**src/rtl/mem_loader.sv**
```systemverilog
// Boot loader and memory-port arbiter: assembles a length-prefixed little-endian
// byte stream into 32-bit words, writes them while holding the CPU, then hands the memory port to the CPU.
module mem_loader #(
  parameter int ADDR_WIDTH = 10,
  parameter int LOAD_BASE  = 0
) (
  input  logic        clk,
  input  logic        reset,
  input  logic        load_start,
  input  logic [7:0]  rx_data,
  input  logic        rx_valid,
  output logic        rx_ready,
  input  logic        cpu_mem_we,
  input  logic [31:0] cpu_mem_addr,
  input  logic [31:0] cpu_mem_wdata,
  output logic        mem_we,
  output logic [31:0] mem_addr,
  output logic [31:0] mem_wdata,
  output logic        cpu_hold,
  output logic        busy,
  output logic        error,
  output logic [15:0] words_loaded,
  output logic [2:0]  dbg_state
);

  // Stream handshake: a byte moves on any rising edge where rx_valid && rx_ready;
  // rx_valid may drop at any time (gaps stall), and rx_ready never waits on rx_valid.

  localparam logic [2:0] S_IDLE  = 3'd0;
  localparam logic [2:0] S_HDR0  = 3'd1;
  localparam logic [2:0] S_HDR1  = 3'd2;
  localparam logic [2:0] S_BYTES = 3'd3;
  localparam logic [2:0] S_WRITE = 3'd4;
  localparam logic [2:0] S_DONE  = 3'd5;
  localparam logic [2:0] S_ERR   = 3'd6;

  // Largest word count that still fits between LOAD_BASE and the top of memory.
  localparam logic [31:0] LP_CAPACITY = 32'((1 << ADDR_WIDTH) - LOAD_BASE);

  logic [2:0]  r_state;
  logic [7:0]  r_n_lo;
  logic [15:0] r_n;
  logic [1:0]  r_byte_idx;
  logic [31:0] r_word;
  logic [15:0] r_word_idx;
  logic        r_error;

  logic [2:0]  w_state_next;
  logic        w_xfer;
  logic        w_restart;
  logic [15:0] w_n_full;
  logic        w_n_zero;
  logic        w_n_over;
  logic [15:0] w_count_next;
  logic [31:0] w_word_addr;
  logic        w_loader_we;
  logic        w_pass;

  assign rx_ready     = (r_state == S_HDR0) || (r_state == S_HDR1) || (r_state == S_BYTES);
  assign w_xfer       = rx_valid && rx_ready;
  assign w_restart    = load_start &&
                        ((r_state == S_IDLE) || (r_state == S_DONE) || (r_state == S_ERR));
  assign w_n_full     = {rx_data, r_n_lo};
  assign w_n_zero     = (w_n_full == 16'd0);
  assign w_n_over     = ({16'd0, w_n_full} > LP_CAPACITY);
  assign w_count_next = r_word_idx + 16'd1;
  assign w_word_addr  = 32'(LOAD_BASE) + {16'd0, r_word_idx};

  always_comb begin
    w_state_next = r_state;
    case (r_state)
      S_IDLE, S_DONE, S_ERR: begin
        if (load_start) w_state_next = S_HDR0;
      end
      S_HDR0: begin
        if (w_xfer) w_state_next = S_HDR1;
      end
      S_HDR1: begin
        if (w_xfer) begin
          if (w_n_zero)      w_state_next = S_DONE;
          else if (w_n_over) w_state_next = S_ERR;
          else               w_state_next = S_BYTES;
        end
      end
      S_BYTES: begin
        if (w_xfer && (r_byte_idx == 2'd3)) w_state_next = S_WRITE;
      end
      S_WRITE: begin
        if (w_count_next == r_n) w_state_next = S_DONE;
        else                     w_state_next = S_BYTES;
      end
      default: w_state_next = S_IDLE;
    endcase
  end

  always_ff @(posedge clk) begin
    if (reset) begin
      r_state    <= S_IDLE;
      r_n_lo     <= 8'd0;
      r_n        <= 16'd0;
      r_byte_idx <= 2'd0;
      r_word     <= 32'd0;
      r_word_idx <= 16'd0;
      r_error    <= 1'b0;
    end else begin
      r_state <= w_state_next;
      if (w_restart) begin
        r_n_lo     <= 8'd0;
        r_n        <= 16'd0;
        r_byte_idx <= 2'd0;
        r_word     <= 32'd0;
        r_word_idx <= 16'd0;
        r_error    <= 1'b0;
      end
      if ((r_state == S_HDR0) && w_xfer) r_n_lo <= rx_data;
      if ((r_state == S_HDR1) && w_xfer) begin
        r_n <= w_n_full;
        if (!w_n_zero && w_n_over) r_error <= 1'b1;
      end
      // Little-endian: byte k lands in bits [8k+7:8k]; the index wraps after byte 3.
      if ((r_state == S_BYTES) && w_xfer) begin
        r_word[{r_byte_idx, 3'b000} +: 8] <= rx_data;
        r_byte_idx                        <= r_byte_idx + 2'd1;
      end
      if (r_state == S_WRITE) r_word_idx <= w_count_next;
    end
  end

  assign w_loader_we = (r_state == S_WRITE);
  assign w_pass      = (r_state == S_DONE);

  // CPU inputs reach memory only in DONE; while held they are fully masked.
  always_comb begin
    mem_we    = 1'b0;
    mem_addr  = 32'd0;
    mem_wdata = 32'd0;
    if (w_loader_we) begin
      mem_we    = 1'b1;
      mem_addr  = {w_word_addr[29:0], 2'b00};
      mem_wdata = r_word;
    end else if (w_pass) begin
      mem_we    = cpu_mem_we;
      mem_addr  = cpu_mem_addr;
      mem_wdata = cpu_mem_wdata;
    end
  end

  assign cpu_hold     = (r_state != S_DONE);
  assign busy         = (r_state == S_HDR0) || (r_state == S_HDR1) ||
                        (r_state == S_BYTES) || (r_state == S_WRITE);
  assign error        = r_error;
  assign words_loaded = r_word_idx;
  assign dbg_state    = r_state;

endmodule

```
**config.mk**
```make
export PLATFORM = sky130hd
export DESIGN_NAME = mem_loader
export DESIGN_NICKNAME = d
export VERILOG_FILES = /design/src/rtl/mem_loader.sv
export SDC_FILE = /design/constraint.sdc
export NUM_CORES = 1
export LEC_CHECK = 0
export CELL_PAD_IN_SITES_DETAIL_PLACEMENT = 0
export CELL_PAD_IN_SITES_GLOBAL_PLACEMENT = 1
export CORE_AREA = 4 4 128 130
export DETAILED_ROUTE_END_ITERATION = 10
export DIE_AREA = 0 0 132 134
export PLACE_DENSITY = 0.85
export SLEW_MARGIN = 15
export SYNTH_ARGS = -nofsm -noshare
export SYNTH_HDL_FRONTEND = slang
export SYNTH_SLANG_ARGS = --single-unit
```
**constraint.sdc**
```tcl
create_clock -name clk -period 2.1 [get_ports clk]
set_clock_uncertainty 0.1 [all_clocks]
set_input_delay 0.42 -clock clk [delete_from_list [all_inputs] [get_ports clk]]
set_output_delay 0.42 -clock clk [all_outputs]
set_load 0.02 [all_outputs]
```
# Word level (Yosys, flattened, before mapping)

Index checks and enable logic that the tools add are counted.

Equal/unequal tests: 13
$lt $le $gt $ge: 1
Muxes and demuxes: 28
Add/sub/neg operators: 3
Reductions and logical operators: 21
Shifts and indexed selects: 2

Operators by type and width:

| kind                                                 | number |
|---|---|
| two-way mux 32 bit                                   | 7 |
| two-way mux 16 bit                                   | 3 |
| bitwise mux 32 bit                                   | 1 |
| variable shift 8 x 7 -> 32 bit, first input constant | 1 |
| variable part select 8 x 7 -> 32 bit                 | 1 |
| two-way mux 3 bit                                    | 7 |
| adder 16 x 1 -> 16 bit, second input constant        | 1 |
| == test 16 bit                                       | 1 |
| > comparator 16 x 11 -> 1 bit, second input constant | 1 |
| logical NOT 16 bit                                   | 1 |
| two-way mux 8 bit                                    | 2 |
| one-hot mux 3 bit (5 select lines)                   | 1 |
| == test 3 bit, second input constant                 | 3 |
| nonzero test 2 bit                                   | 4 |
| logical AND 1 bit                                    | 7 |
| negator 5 -> 7 bit                                   | 1 |
| == test 3 x 2 -> 1 bit, second input constant        | 2 |
| != test 2 bit, second input constant                 | 3 |
| logical OR 1 bit                                     | 5 |
| two-way mux 1 bit                                    | 5 |
| two-way mux 2 bit                                    | 2 |
| AND reduction 4 bit                                  | 1 |
| == test 3 x 1 -> 1 bit, second input constant        | 1 |
| logical NOT 3 bit                                    | 1 |
| other kinds (6)                                      | 6 |

Input port bits: 77
Word-level logic and storage cells: 75
Bits in registers: 78

# Longest topological paths before layout

Depth after elaboration: 8
Depth in mapped cells: 10

# Least setup slack after synthesis

No wires, ideal clock.

Kind: reg2out
Start point: reg r_state[2] (netlist: dbg_state[2])
End point: out mem_addr[2]
Stages on the path, launching flop included: 7
Path slack: -0.326 ns
Path buffers: 3
Required time: 1.580 ns
Arrival time: 1.906 ns
Cell sequence: dfxtp_1 -> buf_2 -> inv_1 -> nor3_2 -> clkbuf_1 -> buf_1 -> a22o_1

Cells in the longest elaborated chain, start to end: 3
Elaborated cells between the ends (all ways): 4
Classes of those cells: eq/ne: 2; mux: 2

RTL lines:

| element                | RTL line | text |
|---|---|---|
| start, declared        | 40       | `logic [2:0] r_state;` |
| start signal, assigned | 106      | `r_state <= w_state_next;` |
| == test 3 bit          | 130      | `assign w_pass = (r_state == S_DONE);` |
| two-way mux 32 bit     | 141      | `end else if (w_pass) begin` |
| two-way mux 32 bit *   | 137      | `if (w_loader_we) begin` |
| end, declared          | 17       | `output logic [31:0] mem_addr,` |

Every way passes the cells marked *; elsewhere a longest branch is shown, timed or not.

# Worst setup path after layout

Start point: reg r_state[1] (netlist: dbg_state[1])
End point: out mem_wdata[4]

Cells in the longest elaborated chain, start to end: 3
Elaborated cells between the ends (all ways): 4
Classes of those cells: eq/ne: 2; mux: 2

RTL lines:

| element              | RTL line | text |
|---|---|---|
| == test 3 bit        | 130      |  |
| two-way mux 32 bit   | 141      |  |
| two-way mux 32 bit * | 137      |  |
| end, declared        | 18       | `output logic [31:0] mem_wdata,` |

Marked as above.

==> flow_summary.toml <==
[critical_path]
crit_fanout = 7
path_buf_inv = 3
cp_slowest_cell = "dfxtp_4"
worstSetupEndpointType = "primary output"
required_ns = 1.58
cp-start-kind = "flop"
path_common_cell = "buf_12"
cp_slowest_stage_delay_ns = 0.40
path_cells = "nor2b_4, and2_4, buf_12, buf_12, a22o_1, buf_2"
cp_data_arrival_time_ns = 1.65
cp_top_family = "buffers and inverters"
worstSetupPathType = "flop to primary output"

[routing]
top_layer_used = "met4"
wl_met3_mm = 1.14
finalWirelength_mm = 16.4
ant_nets = 0
drc = 0
wl_met2_mm = 8.21
dr_total_vias = 4941
drt_iter0_markers = 269
firstDrtPassIters = 5
detail_route.wl_per_cell_um = 17.3
wl_met1_mm = 6.88
vias_per_cell = 5.19

[clocking]
clkLatencyLatePin_ns = 0.33
cts_made_buffers = 9
clockBufferDepth = 2
clkTransAtPathRegs_ns = 0.07
root_buffer = "clkbuf_16"
cts_tree = "yes"
cts_max_level = 3
clock_sinks = 78
cts_hold_buffers = 0

[floorplan]
fp.dieW_um = 132
fp.dieArea_um2 = 17700
num_io_pins = 165
fp-row-count = 45
core-area_um2 = 15100
start_util = 0.289
die_h_um = 134

[global_routing]
grtUsageTotal = 0.175
antenna_found_initial = 0
grt_max_degree = 34
grt_pass1_wl_mm = 25.5
grt-ovfl-total = 0
grt_pass1_vias = 4974

[power]
pwr-share-clk = 0.331
p_seq_frac = 0.351
total_power_w = 0.00455
leakage_nw = 2.97
irDropWorstVdd_mv = 0.565
p_int_w = 0.00300
switching_power_w = 0.00155
swShare = 0.341
p_per_area_nw_per_um2 = 628
pwr-share-comb = 0.318

[synthesis]
syn_area_per_cell_um2 = 7.98
synth_enable_flop_cells = 0
syn_inst = 548
ys_async_sr_fraction = 0
synthFlopType = "dfxtp_1"
ys_ff_latch = 78
synth_seq_area_share = 0.357
synth_cell_types = 60
syn-num-nets = 631
ys_warn_count = 0
syn_area_um2 = 4370

[timing]
tightest_slew_ns = 0.341
hold_viol = 0
fin_crit_sh = 1.04
rsz0062_at_grt = "true"
relSlewSlack = 0.770
fin_crit_ns = 2.17
finalSetupViolations = 21
slew_viol_final = 0
max_clock_freq_mhz = 460
fin_ws_ns = -0.0739

[place]
place_ws_ns = -0.351
portBuffers = 164
placedCellCount = 923
routabilityCongestion = 0.932
hpwl_mm = 11.7

[run]
cap_violations = 0

[final_layout]
antenna_cells = 0
area_delta_synth_final_pct = 65.5
n_fill_cell = 1402
layout_commonest_cell = "clkdlybuf4s50_1"
finalNetCount = 842
stdcell_count = 952
layout_common_cells = "clkdlybuf4s50_1 (91), buf_4 (82), dfxtp_1 (69)"
final_layout_size_suffix_gt1_frac = 0.262

[status]
outcome = "complete, but fails checks"
violations = "setup timing"

[worst_hold_path]
worst_hold_path_type = "primary input to flop"
## routing by layer
metal	GRT usage	vias up
met5	0	-
met4	0.0356	0
met3	0.0443	14
met2	0.317	170
met1	0.209	2329
li1	-	2428
## cells in the mapped netlist (2+ instances only)
library cell | instances | area share
dfxtp_1 | 78 | 0.36
nor2_1 | 62 | 0.053
a21oi_1 | 49 | 0.056
a22o_1 | 48 | 0.096
nand2_1 | 45 | 0.039
a22oi_1 | 34 | 0.058
nand3_1 | 34 | 0.039
clkbuf_1 | 33 | 0.028
and3_1 | 21 | 0.030
xnor2_1 | 16 | 0.032
o21ai_0 | 14 | 0.016
buf_2 | 13 | 0.015
xor2_1 | 8 | 0.016
ha_1 | 6 | 0.017
nand3b_1 | 6 | 0.010
nor3_1 | 6 | 0.0069
inv_1 | 5 | 0.0043
nand4_1 | 5 | 0.0072
a211oi_1 | 4 | 0.0069
a21oi_2 | 4 | 0.0080
and4_1 | 4 | 0.0080
buf_1 | 4 | 0.0034
nor2b_1 | 3 | 0.0043
or3_1 | 3 | 0.0043
or4_1 | 3 | 0.0051
a31oi_1 | 2 | 0.0029
clkbuf_2 | 2 | 0.0023
nand2b_1 | 2 | 0.0029
nor4_1 | 2 | 0.0029
o22ai_1 | 2 | 0.0029
## power by group through the flow
stage	combinational, W	clock [W]	sequential [W]
floorplan	0.000696	0	0.00163
global placement	0.00136	0	0.00162
detailed placement	0.00139	0	0.00163
CTS	0.00140	0.00154	0.00160
global route	0.00157	0.00159	0.00160
finish	0.00144	0.00150	0.00160
## path summary, 6_finish.rpt
path	start	end	slack [ns]	cells after the start
max	dbg_state[1]	mem_wdata[4]	-0.07	6
min reg2reg	r_n_lo[3]	r_n[3]	0.38	2
min	reset	error	0.35	2
max reg2reg	words_loaded[1]	dbg_state[1]	0.04	8
## sequential cells by signal, summed over array words and instances, names as in the netlist
| register | flops |
|---|---|
| r_word | 32 |
| r_n | 16 |
| words_loaded | 16 |
| r_n_lo | 8 |
| dbg_state | 3 |
| r_byte_idx | 2 |
| error | 1 |
## area by class of cell
type	instances	area, um2	share of cell area
Clock buffer	9	225	0.0311
Clock inverter	7	61.3	0.00847
Inverter	6	22.5	0.00311
Multi-Input combinational cell	412	2670	0.369
Sequential cell	78	1580	0.218
Tap cell	188	235	0.0325
Timing Repair Buffer	252	2450	0.338
## per-stage QoR
step,area (um2),hold slack (ns),TNS (ns),utilization
final,7240,0.348,-1.17,0.478
after global routing,7240,0.363,-2.23,0.478
after CTS,6860,0.335,-0.876,0.453
after detailed placement,6660,0.372,-15.34,0.439
after global placement,6660,0.363,-11.58,0.439
after floorplan,4390,0.345,-1.47,-
## worst reg2reg max path: cells and delay by family (launching register included)
| family | cells | cell delay [ns] |
|---|---|---|
| AO/OA/AOI/OAI | 2 | 0.34 |
| adder cells (fa/ha/maj) | 1 | 0.16 |
| AND/OR/NAND/NOR | 3 | 0.78 |
| XOR/XNOR | 1 | 0.11 |
| flip-flops | 1 | 0.36 |
| buffers and inverters | 1 | 0.10 |
## timing repair
action | in CTS | in global routing
buffers inserted | 6 | 3
cloned | 3 | 1
endpoints found under the hold margin | 0 | 0
pin swaps | 2 | 32
setup endpoints to repair | 98 | 76
resized for setup | 234 | 127
## kinds of logic after synthesis
group	share of synthesized area
AO/OA/AOI/OAI	0.275
XOR/XNOR	0.0481
adder cells (fa/ha/maj)	0.0172
buffers and inverters	0.0541
flip-flops	0.357
AND/OR/NAND/NOR	0.249
No activity file was read; power rests on OpenSTA's default activity.
